[src/rtl/seq_div_pkg.sv]
// Shared types and constants for the sequential restoring divider.
// Holds the FSM state encoding and the divide-by-zero quotient pattern.
package seq_div_pkg;

  typedef enum logic [1:0] {
    IDLE = 2'd0,
    BUSY = 2'd1,
    DONE = 2'd2
  } state_t;

  localparam int MAX_W = 64;

  // All ones of width w, right-aligned in a MAX_W-bit vector.
  function automatic logic [MAX_W-1:0] dbz_quotient(input int w);
    return {MAX_W{1'b1}} >> (MAX_W - w);
  endfunction

endpackage

[src/rtl/seq_div_step.sv]
// One combinational restoring-division step: shift in the next dividend bit, trial-subtract.
// Zero latency; no handshake, driven every cycle by the owning FSM.
module seq_div_step
  import seq_div_pkg::*;
#(
  parameter int WIDTH = 8
) (
  input  logic [WIDTH:0]   i_rem,
  input  logic             i_bit,
  input  logic [WIDTH-1:0] i_dvs,
  output logic [WIDTH:0]   o_rem,
  output logic             o_qbit
);

  logic [WIDTH+1:0] w_trial;
  logic [WIDTH:0]   w_shift;

  assign w_shift = {i_rem[WIDTH-1:0], i_bit};
  // Extra top bit turns the trial difference's sign into a borrow flag.
  assign w_trial = {i_rem, i_bit} - {2'b00, i_dvs};
  assign o_qbit  = ~w_trial[WIDTH+1];
  assign o_rem   = o_qbit ? w_trial[WIDTH:0] : w_shift;

endmodule

[src/rtl/seq_div_rem.sv]
// Restoring divider, one radix-2 step per clock; result WIDTH+1 cycles after accept (1 for /0), held until i_out_ready.
// Define SEQ_DIV_REM_SIGNED_EN for two's-complement operands (magnitudes in the core, signs applied entering DONE).
module seq_div_rem
  import seq_div_pkg::*;
#(
  parameter int WIDTH = 8
) (
  input  logic             i_clk,
  input  logic             i_rst,
  input  logic             i_start_valid,
  output logic             o_start_ready,
  input  logic [WIDTH-1:0] i_dividend,
  input  logic [WIDTH-1:0] i_divisor,
  output logic             o_out_valid,
  input  logic             i_out_ready,
  output logic [WIDTH-1:0] o_quotient,
  output logic [WIDTH-1:0] o_remainder,
  output logic             o_div_by_zero
);

  localparam int CW = (WIDTH > 2) ? $clog2(WIDTH) : 1;
  localparam logic [CW-1:0]      CNT_INIT = CW'(WIDTH - 1);
  localparam logic [MAX_W-1:0]   DBZ_FULL = dbz_quotient(WIDTH);
  localparam logic [WIDTH-1:0]   DBZ_Q    = DBZ_FULL[WIDTH-1:0];

  state_t           r_state;
  logic [CW-1:0]    r_cnt;
  logic [WIDTH:0]   r_rem;
  logic [WIDTH-1:0] r_dvd;
  logic [WIDTH-1:0] r_dvs;
  logic             r_start_ready;
  logic             r_out_valid;
  logic [WIDTH-1:0] r_quotient;
  logic [WIDTH-1:0] r_remainder;
  logic             r_div_by_zero;

  logic [WIDTH:0]   w_rem_nxt;
  logic             w_qbit;
  logic [WIDTH-1:0] w_q_raw;
  logic [WIDTH-1:0] w_r_raw;
  logic [WIDTH-1:0] w_dvd_mag;
  logic [WIDTH-1:0] w_dvs_mag;
  logic [WIDTH-1:0] w_q_fin;
  logic [WIDTH-1:0] w_r_fin;

  seq_div_step #(.WIDTH(WIDTH)) u_step (
    .i_rem  (r_rem),
    .i_bit  (r_dvd[WIDTH-1]),
    .i_dvs  (r_dvs),
    .o_rem  (w_rem_nxt),
    .o_qbit (w_qbit)
  );

  // r_dvd doubles as the quotient shift register as dividend bits leave the top.
  assign w_q_raw = {r_dvd[WIDTH-2:0], w_qbit};
  assign w_r_raw = w_rem_nxt[WIDTH-1:0];

`ifdef SEQ_DIV_REM_SIGNED_EN
  logic r_neg_q;
  logic r_neg_r;

  assign w_dvd_mag = i_dividend[WIDTH-1] ? -i_dividend : i_dividend;
  assign w_dvs_mag = i_divisor[WIDTH-1]  ? -i_divisor  : i_divisor;
  assign w_q_fin   = r_neg_q ? -w_q_raw : w_q_raw;
  assign w_r_fin   = r_neg_r ? -w_r_raw : w_r_raw;

  always_ff @(posedge i_clk) begin
    if (i_rst) begin
      r_neg_q <= 1'b0;
      r_neg_r <= 1'b0;
    end else if (r_state == IDLE && i_start_valid) begin
      r_neg_q <= i_dividend[WIDTH-1] ^ i_divisor[WIDTH-1];
      r_neg_r <= i_dividend[WIDTH-1];
    end
  end
`else
  assign w_dvd_mag = i_dividend;
  assign w_dvs_mag = i_divisor;
  assign w_q_fin   = w_q_raw;
  assign w_r_fin   = w_r_raw;
`endif

  always_ff @(posedge i_clk) begin
    if (i_rst) begin
      r_state       <= IDLE;
      r_cnt         <= '0;
      r_rem         <= '0;
      r_dvd         <= '0;
      r_dvs         <= '0;
      r_start_ready <= 1'b1;
      r_out_valid   <= 1'b0;
      r_quotient    <= '0;
      r_remainder   <= '0;
      r_div_by_zero <= 1'b0;
    end else begin
      case (r_state)
        IDLE: begin
          if (i_start_valid) begin
            r_rem         <= '0;
            r_dvd         <= w_dvd_mag;
            r_dvs         <= w_dvs_mag;
            r_start_ready <= 1'b0;
            if (i_divisor == '0) begin
              r_state       <= DONE;
              r_out_valid   <= 1'b1;
              r_quotient    <= DBZ_Q;
              r_remainder   <= i_dividend;
              r_div_by_zero <= 1'b1;
            end else begin
              r_state <= BUSY;
              r_cnt   <= CNT_INIT;
            end
          end
        end
        BUSY: begin
          r_rem <= w_rem_nxt;
          r_dvd <= w_q_raw;
          r_cnt <= r_cnt - CW'(1);
          if (r_cnt == '0) begin
            r_state       <= DONE;
            r_out_valid   <= 1'b1;
            r_quotient    <= w_q_fin;
            r_remainder   <= w_r_fin;
            r_div_by_zero <= 1'b0;
          end
        end
        DONE: begin
          if (i_out_ready) begin
            r_state       <= IDLE;
            r_out_valid   <= 1'b0;
            r_start_ready <= 1'b1;
          end
        end
        default: begin
          r_state       <= IDLE;
          r_out_valid   <= 1'b0;
          r_start_ready <= 1'b1;
        end
      endcase
    end
  end

  assign o_start_ready = r_start_ready;
  assign o_out_valid   = r_out_valid;
  assign o_quotient    = r_quotient;
  assign o_remainder   = r_remainder;
  assign o_div_by_zero = r_div_by_zero;

endmodule

[config.mk]
export PLATFORM = sky130hd
export DESIGN_NAME = seq_div_rem
export DESIGN_NICKNAME = d
export VERILOG_FILES = /design/src/rtl/seq_div_pkg.sv /design/src/rtl/seq_div_step.sv /design/src/rtl/seq_div_rem.sv
export SDC_FILE = /design/constraint.sdc
export NUM_CORES = 1
export LEC_CHECK = 0
export BUFFER_PORTS_ARGS = -buffer_cell sky130_fd_sc_hd__buf_2
export CAP_MARGIN = 40
export CORE_UTILIZATION = 50
export CTS_CLUSTER_SIZE = 25
export DETAILED_ROUTE_END_ITERATION = 10
export PLACE_DENSITY = 0.71
export SKIP_LAST_GASP = 1
export SYNTH_ARGS = -nofsm -noshare
export SYNTH_HDL_FRONTEND = slang
export SYNTH_SLANG_ARGS = --single-unit
[constraint.sdc]
create_clock -name i_clk -period 3.7 [get_ports i_clk]
set_input_delay 0.185 -clock i_clk [delete_from_list [all_inputs] [get_ports i_clk]]
set_output_delay 0.185 -clock i_clk [all_outputs]
set_load 0.02 [all_outputs]
==> flow_summary.json, run 1 <==
{
  "status": "complete, no violations",
  "core-area_um2": 4880,
  "syn_nets": 344,
  "die_y_um": 74.3,
  "syn_area_um2": 2620,
  "post_cts_buffers": 0,
  "h-tree-depth": 2,
  "grt_pass1_wl_um": 10300,
  "antenna_cells": 0,
  "reg2reg_slack_ps": 980,
  "reg2reg_from": "r_rem[0]$_SDFFE_PP0P_",
  "hold_depth": 3,
  "viasPerCell": 5.79,
  "dpl.hpwl_um": 4630,
  "syn_to_final_growth_pct": 13.3,
  "netlist_instances": 313,
  "grt-ovfl-total": 0,
  "skew_ps": 9.34,
  "rr_worst_depth": 8,
  "layout_common_cells": "49 x dfxtp_1, 46 x nand2_1, 38 x buf_2",
  "powerDensity_nw_per_um2": 549,
  "drc": 0,
  "cp-end-kind": "flop",
  "grt_use_total_pct": 24.7,
  "min_to": "r_dvs[4]$_SDFFE_PP0P_",
  "cts_buffers": 5,
  "cts_tree": "yes",
  "r2r-end": "r_rem[5]$_SDFFE_PP0P_",
  "startpoint": "r_rem[0]$_SDFFE_PP0P_",
  "holdBufCountCts": 0,
  "antenna_left": 0,
  "p_leak_nw": 1.26,
  "hold_viol": 0,
  "rsz0062_at_grt": "no",
  "worst_pin_slew_ps": 796,
  "crit_type": "reg2reg",
  "finalSetupTns_ps": 0,
  "wl_per_cell_um": 15.5,
  "ys_seq_area_share_pct": 37.5,
  "ys_ff_latch": 49,
  "place_congestion": 0.827,
  "yosysWarnings": 0,
  "cp_max_fo": 18,
  "finalCritPeriodShare_pct": 73.6,
  "final_common_cell": "dfxtp_1",
  "irDropWorstVdd_mv": 0.277,
  "clkTransAtPathRegs_ps": 100,
  "routed_wirelength_um": 6410,
  "cts_resized": 0,
  "relSlewSlack_pct": 46.5,
  "fin_util_pct": 60.7,
  "synth_cell_types": 54,
  "antenna_found_initial": 0,
  "die_area_um2": 5520,
  "fin_crit_ps": 2720,
  "max_freq_mhz": 367,
  "drive_above_1_share_pct": 20.5,
  "cp_data_required_time_ps": 3900,
  "critPathArrivalTime_ps": 2930,
  "pin_count": 39,
  "clockBufferDepth": 2,
  "clk_latency_ps": 310,
  "worst_setup_path_start_kind": "flop",
  "start_util_pct": 53.6,
  "max_cap_viol_count": 0,
  "ys.flop_type": "dfxtp_1",
  "grt_pass1_vias": 2103,
  "io_buffers": 38,
  "die_w_um": 74.3,
  "setup_violations": 0,
  "ys_async_sr_fraction_pct": 0,
  "via_count": 2390,
  "cts_sinks": 49,
  "num_rows": 25,
  "finalMaxSlewViolations": 0,
  "cts-root-buf": "clkbuf_8",
  "min_path_type": "in2reg",
  "nets": 376,
  "drt_first_pass_iters": 5,
  "grt_max_degree": 27,
  "drt_iter0_drc": 186,
  "min_from": "i_divisor[4]",
  "synth_area_per_cell_um2": 8.35,
  "synth_enable_flop_cells": 0
}
-- routing by layer --
layer	routed length (µm)	global-route usage, %	share of wire [%]
met5	0	0	0
met4	101	7.55	1.6
met3	312	4.34	4.9
met2	2850	37.5	44
met1	3150	35.7	49
-- metrics by stage --
stage / worst slack, ps / cell area [µm²] / std cells / total power [mW] / hold WS [ps]
detailed placement: 1060 / 2830 / 405 / 1.17 / 443
floorplan: 1660 / 2620 / 313 / 1.07 / 321
finish: 979 / 2960 / 413 / 1.63 / 119
CTS: 1000 / 2960 / 413 / 1.62 / 113
global route: 878 / 2960 / 413 / 1.71 / 112
global placement: 1120 / 2830 / 405 / 1.16 / 442
-- worst max path at each step --
stage                                        to  slack, ps  cells past startpoint
after detailed placement  r_rem[6]$_SDFFE_PP0P_       1060                      8
after floorplan           r_dvd[0]$_SDFFE_PP0P_       1660                      9
after CTS                 r_rem[5]$_SDFFE_PP0P_       1000                      8
after global placement    r_rem[6]$_SDFFE_PP0P_       1120                      8
after global routing      r_rem[5]$_SDFFE_PP0P_        880                      8
final                     r_rem[5]$_SDFFE_PP0P_        980                      8
-- state kept, by name, indices dropped and copies added, names as in the netlist --
| signal | flops |
|---|---|
| r_dvd | 8 |
| r_state | 2 |
| o_quotient | 8 |
| r_dvs | 8 |
| o_div_by_zero | 1 |
| o_remainder | 8 |
| o_out_valid | 1 |
| o_start_ready | 1 |
| r_cnt | 3 |
| r_rem | 9 |
-- critical path, cell delays in order (launching register included) --
cell       delay (ps)
dfxtp_1           440
ha_1              260
nor2b_1           140
o2111ai_1         330
a21oi_1           190
a211oi_4          710
buf_4             270
mux2i_1           190
o21ai_1            70
-- cells in the mapped netlist (all sizes together), types with 2 or more instances --
library cell / count / share of area [%]
a211oi: 7 / 2.7
o21ai: 17 / 3.3
nor4: 3 / 0.72
o22ai: 2 / 0.48
nand4: 5 / 1.2
o21a: 5 / 1.4
o221a: 13 / 5.6
a21o: 2 / 0.57
a31oi: 2 / 0.48
nor2: 33 / 4.8
xnor2: 2 / 0.67
o211ai: 3 / 0.86
nor2b: 7 / 1.7
clkbuf: 7 / 1.0
xor2: 4 / 1.3
and3: 2 / 0.48
o21bai: 2 / 0.57
buf: 9 / 2.1
mux2: 2 / 1.0
ha: 10 / 4.8
nand4b: 4 / 1.3
nand2: 46 / 6.6
a21oi: 23 / 4.5
nor3: 3 / 0.57
nand3: 6 / 1.1
dfxtp: 49 / 38
a221oi: 3 / 1.0
mux2i: 5 / 1.9
inv: 19 / 2.7
and2: 3 / 0.72
-- power by group --
group          total, mW  switching, mW  internal [mW]
registers          0.624         0.0440          0.580
logic              0.543          0.311          0.233
clock network      0.460          0.192          0.269
-- layout make-up --
cell class	count	area [µm²]
clock inverters	3	65.1
multi-input cells	229	1480
flip-flops and latches	49	981
well taps	67	83.8
repair buffers	41	213
fillers	454	1920
clock buffers	5	68.8
inverters	19	71.3
-- logic make-up after synthesis --
family          synth area share, %
mux                            2.92
buf+inv                        5.84
fa+ha+maj                      5.55
simple gates                   20.8
flops                          37.5
compound gates                 25.4
xor+xnor                       2.01
(Power assumes the default switching activity.)
==> inputs of run 2 (changes only) <==
- clock period: 3.7 -> 2.7 ns (I/O delays scaled with it)
==> run 2 against run 1 <==
Against the previous run: wire length fell by 1.8%; cell count rose by 0.73%; clock power fell by 5.2%; highest routed layer unchanged; clock-buffer cell count rose by 1; largest cell class unchanged; combinational power rose by 38%.
==> flow_summary.json, run 2 (synthesis gave the netlist of run 1 again) <==
{
  "status": "complete, no violations",
  "die_w_um": 74.3,
  "wl_per_cell_um": 15.1,
  "nets": 379,
  "cp_data_required_time_ps": 2890,
  "h-tree-depth": 2,
  "setup_violations": 0,
  "largest_reg_flops": 9,
  "max_cap_viol_count": 0,
  "grt_pass1_vias": 2078,
  "worst_pin_slew_ps": 621,
  "routed_wirelength_um": 6290,
  "clk_latency_ps": 300,
  "powerDensity_nw_per_um2": 693,
  "skew_ps": 3.84,
  "grt-ovfl-total": 0,
  "p_leak_nw": 1.25,
  "place_congestion": 0.858,
  "io_buffers": 38,
  "die_y_um": 74.3,
  "cts_tree": "yes",
  "grt_max_degree": 27,
  "rsz0062_at_grt": "no",
  "holdBufCountCts": 0,
  "viasPerCell": 5.59,
  "crit_slowest_cell": "dfxtp_1",
  "worst_setup_path_start_kind": "flop",
  "cts-root-buf": "clkbuf_8",
  "antenna_left": 0,
  "num_rows": 25,
  "cp-end-kind": "flop",
  "antenna_found_initial": 0,
  "dpl.hpwl_um": 4690,
  "core-area_um2": 4880,
  "clockBufferDepth": 2,
  "antenna_cells": 0,
  "fin_util_pct": 60.2,
  "layout_common_cells": "49 x dfxtp_1, 46 x nand2_1, 38 x buf_2",
  "cts_buffers": 5,
  "clkTransAtPathRegs_ps": 90,
  "relSlewSlack_pct": 58.4,
  "slowest_delay_ps": 440,
  "grt_pass1_wl_um": 9940,
  "post_cts_buffers": 0,
  "finalCritPeriodShare_pct": 92.9,
  "crit_chain": "ha_1 -> nor2b_1 -> o2111ai_1 -> a21oi_1 -> a211oi_4 -> buf_4 -> mux2i_1 -> o21ai_1",
  "cp_max_fo": 16,
  "drt_first_pass_iters": 4,
  "fin_crit_ps": 2510,
  "critPathArrivalTime_ps": 2700,
  "pre_cts_ws_ps": 259,
  "hold_viol": 0,
  "start_util_pct": 53.6,
  "top_register": "r_rem",
  "min_path_type": "in2reg",
  "via_count": 2324,
  "crit_family": "compound AO/OA/AOI/OAI gates",
  "grt_use_total_pct": 23.8,
  "die_area_um2": 5520,
  "max_freq_mhz": 399,
  "drc": 0,
  "final_common_cell": "dfxtp_1",
  "syn_to_final_growth_pct": 12.4,
  "crit_buf_inv": 1,
  "crit_type": "reg2reg",
  "cts_sinks": 49,
  "irDropWorstVdd_mv": 0.362,
  "setup_slack_ps": 192,
  "cts_resized": 0,
  "finalSetupTns_ps": 0,
  "finalMaxSlewViolations": 0,
  "drive_above_1_share_pct": 20.9,
  "drt_iter0_drc": 162,
  "pin_count": 39
}
run 2: per-layer routing:
layer / track usage (%) / vias to the layer above / part of all wire [%]
met2: 36.7 / 66 / 45
met4: 6.92 / 0 / 0.97
met3: 3.93 / 8 / 4.5
met1: 34.4 / 1061 / 49
li1: - / 1189 / -
met5: 0 / - / 0
run 2: layout make-up:
| cell class | count | area [µm²] |
|---|---|---|
| sequential | 49 | 981 |
| clock buffer | 6 | 72.6 |
| timing repair buffer | 44 | 235 |
| inverter | 19 | 71.3 |
| clock inverter | 2 | 13.8 |
| tap | 67 | 83.8 |
| fill | 478 | 1940 |
| multi-input combinational | 229 | 1480 |
run 2: power breakdown:
part | leakage (nW) | switching [mW] | internal, mW
registers | 0.402 | 0.0536 | 0.794
logic | 0.803 | 0.431 | 0.321
clock network | 0.0456 | 0.251 | 0.185
total | 1.25 | 0.736 | 1.30
run 2: final timing paths:
kind,startpoint,to,slack (ps),cells past startpoint
worst max register to register,r_rem[0]$_SDFFE_PP0P_,r_rem[4]$_SDFFE_PP0P_,190,8
worst min register to register,r_dvs[1]$_SDFFE_PP0P_,r_dvs[1]$_SDFFE_PP0P_,460,2
worst max-delay path,r_rem[0]$_SDFFE_PP0P_,r_rem[4]$_SDFFE_PP0P_,190,8
worst min-delay path,i_divisor[2],r_dvs[2]$_SDFFE_PP0P_,80,3
run 2: worst register-to-register path: cells and delay by family, from the launching register on:
family / cells / cell delay (ps)
adder cells (fa/ha/maj): 1 / 260
multiplexers: 1 / 230
buffers and inverters: 1 / 300
AO/OA/AOI/OAI: 4 / 1050
flip-flops: 1 / 440
AND/OR/NAND/NOR: 1 / 140
run 2: stage by stage:
| step | area [µm²] | hold WS [ps] | cells | power [mW] |
|---|---|---|---|---|
| after global placement | 2850 | 390 | 408 | 1.60 |
| after CTS | 2940 | 74.7 | 416 | 2.04 |
| after detailed placement | 2850 | 397 | 408 | 1.61 |
| after floorplan | 2620 | 271 | 313 | 1.46 |
| final | 2940 | 75.7 | 416 | 2.04 |
| after global routing | 2940 | 79.5 | 416 | 2.16 |
==> inputs of run 3 (changes only) <==
- ABC_AREA: unset -> 1
==> run 3 against run 2 <==
Against the previous run: combinational power grew to 3.6 times the previous value; synthesized area up 0.77%; register-to-register slack gained 580 ps; worst hold slack improved by 4.8 ps; non-clock buffer count is 4 lower; largest power group is now combinational logic; synthesized cell count up 24%; final area increased by 0.55%; the run now ends with design-rule violations left; sequential share of layout area shrank 0.18 points; worst setup slack improved by 580 ps; die area is 0.74% higher; clock skew is 10 ps higher; critical endpoint is now o_remainder[5]$_SDFFE_PP0P_.
==> flow_summary.json, run 3 <==
{
  "worst_pin_slew_ps": 703,
  "post-synth-top-area-fraction_pct": 37.2,
  "grt_pass1_wl_um": 9420,
  "final_common_cell": "nand2_1",
  "cts_resized": 0,
  "num_rows": 26,
  "syn_area_um2": 2640,
  "hold_viol": 0,
  "finalMaxSlewViolations": 0,
  "finalSetupTns_ps": 0,
  "netlist_top_cells_area": "dfxtp_1 37%, nand2_1 13%, nand3_1 9.7%",
  "largest_reg_flops": 9,
  "p_leak_nw": 1.50,
  "yosysWarnings": 0,
  "crit_family": "simple AND/OR/NAND/NOR gates",
  "synth_cell_types": 28,
  "slowest_delay_ps": 340,
  "routed_wirelength_um": 5880,
  "max_cap_viol_count": 0,
  "core-area_um2": 5070,
  "pre_cts_ws_ps": 808,
  "synth_enable_flop_cells": 0,
  "pin_count": 39,
  "syn_to_final_growth_pct": 12.2,
  "cts-root-buf": "clkbuf_8",
  "viasPerCell": 5.03,
  "crit_top_cell": "nand2_1",
  "cp_data_required_time_ps": 2920,
  "via_count": 2479,
  "drt_first_pass_iters": 7,
  "top_register": "r_rem",
  "place_congestion": 0.804,
  "powerDensity_nw_per_um2": 1480,
  "clk_latency_ps": 320,
  "crit_slowest_cell": "ha_1",
  "dpl.hpwl_um": 4270,
  "crit_chain": "inv_1 -> ha_1 -> a21oi_2 -> nand2_1 -> nand2_1 -> nand3_1 -> nand2_1 -> nand2_4 -> nand3_1 -> nand3_1 -> nand2_1 -> inv_1",
  "clockBufferDepth": 2,
  "grt_use_total_pct": 22.2,
  "cts_sinks": 49,
  "min_path_type": "in2reg",
  "cts_buffers": 5,
  "drive_above_1_share_pct": 14.9,
  "ys.flop_type": "dfxtp_1",
  "crit_buf_inv": 2,
  "drt_iter0_drc": 183,
  "cp-end-kind": "flop",
  "die_w_um": 74.6,
  "io_buffers": 38,
  "nets": 453,
  "fin_crit_ps": 1920,
  "ys_ff_latch": 49,
  "synthTopCellsByCount": "92 x nand2_1, 68 x inv_1, 51 x nand3_1, 49 x dfxtp_1, 36 x a21oi_1",
  "ys_seq_area_share_pct": 37.2,
  "synth_area_per_cell_um2": 6.81,
  "placedCellCount": 485,
  "post-synth-top-area-cell": "dfxtp_1",
  "worst_setup_path_start_kind": "flop",
  "start_util_pct": 51.9,
  "clkTransAtPathRegs_ps": 100,
  "rsz0062_at_grt": "no",
  "antenna_left": 0,
  "wl_per_cell_um": 11.9,
  "grt_max_degree": 27,
  "ys_async_sr_fraction_pct": 0,
  "cts_tree": "yes",
  "syn_nets": 418,
  "die_area_um2": 5560,
  "final_cells": 493,
  "die_y_um": 74.6,
  "post_cts_buffers": 0,
  "grt-ovfl-total": 0,
  "max_freq_mhz": 520,
  "skew_ps": 14.3,
  "synth.most_common_cell": "nand2_1",
  "status": "complete, but fails checks",
  "setup_violations": 0,
  "netlist_instances": 387,
  "relSlewSlack_pct": 53.1,
  "drc": 1,
  "violations": "design-rule violations",
  "irDropWorstVdd_mv": 0.770,
  "h-tree-depth": 2,
  "setup_slack_ps": 777,
  "critPathArrivalTime_ps": 2140,
  "cp_max_fo": 8,
  "grt_pass1_vias": 2112,
  "holdBufCountCts": 0,
  "antenna_found_initial": 0,
  "hold_ws_ps": 80.5,
  "finalCritPeriodShare_pct": 71.2,
  "antenna_cells": 0,
  "layout_common_cells": "92 x nand2_1, 68 x inv_1, 51 x nand3_1",
  "crit_type": "reg2reg"
}
run 3: changes by cell type after synthesis, moves of 5 or more:
cell / delta
inv_1: +49
nand2_1: +46
nand3_1: +45
nor2_1: -17
a21oi_1: +14
o221a_2: -13
nor2b_1: -7
a31oi_1: +6
o21ai_0: +6
mux2i_1: -5
o21a_1: -5
o21ai_1: -5
run 3: layout make-up:
type                       instances  area (µm²)
fill                             526        2120
multi-input combinational        254        1320
sequential                        49         981
inverter                          72         270
timing repair buffer              40         205
tap                               70        87.6
clock buffer                       5        68.8
clock inverter                     3        26.3
run 3: power breakdown:
| group | internal, mW | switching [mW] |
|---|---|---|
| registers | 1.03 | 0.172 |
| clock network | 0.189 | 0.275 |
| logic | 0.880 | 1.82 |
run 3: final timing paths:
check	startpoint	endpoint	slack [ps]	cells past startpoint
max	r_dvs[4]$_SDFFE_PP0P_	o_remainder[5]$_SDFFE_PP0P_	780	12
min	i_divisor[0]	r_dvs[0]$_SDFFE_PP0P_	80	3
max reg2reg	r_dvs[4]$_SDFFE_PP0P_	o_remainder[5]$_SDFFE_PP0P_	780	12
min reg2reg	o_quotient[6]$_SDFFE_PP0P_	o_quotient[6]$_SDFFE_PP0P_	450	2
run 3: kinds of logic (layout without fill, tap and decap cells):
group	after synthesis	in the layout	synth area share [%]
and+or+nand+nor	171	171	29.0
buffers and inverters	84	120	12.9
AOI/OAI and AO/OA	69	69	14.4
DFF	49	49	37.2
adders and majority gates	11	11	5.51
xor gates and xnor gates	3	3	0.997
run 3: routing by layer:
metal / vias up / part of all wire, % / track usage [%]
li1: 1315 / - / -
met1: 1108 / 48 / 29.8
met2: 49 / 46 / 36.3
met5: - / 0 / 0
met4: 0 / 1.1 / 6.29
met3: 7 / 4.3 / 4.07
run 3: tightest hold or removal path, delay by kind of cell:
| family | cells | cell delay (ps) |
|---|---|---|
| AOI/OAI and AO/OA | 1 | 50 |
| buffers and inverters | 2 | 160 |
run 3: stage by stage:
| step | cell area [µm²] | utilization (%) | power (mW) |
|---|---|---|---|
| detailed placement | 2860 | 56.4 | 3.90 |
| CTS | 2960 | 58.2 | 4.37 |
| global placement | 2860 | 56.4 | 3.86 |
| global route | 2960 | 58.2 | 4.79 |
| finish | 2960 | 58.2 | 4.36 |
| floorplan | 2640 | - | 3.33 |
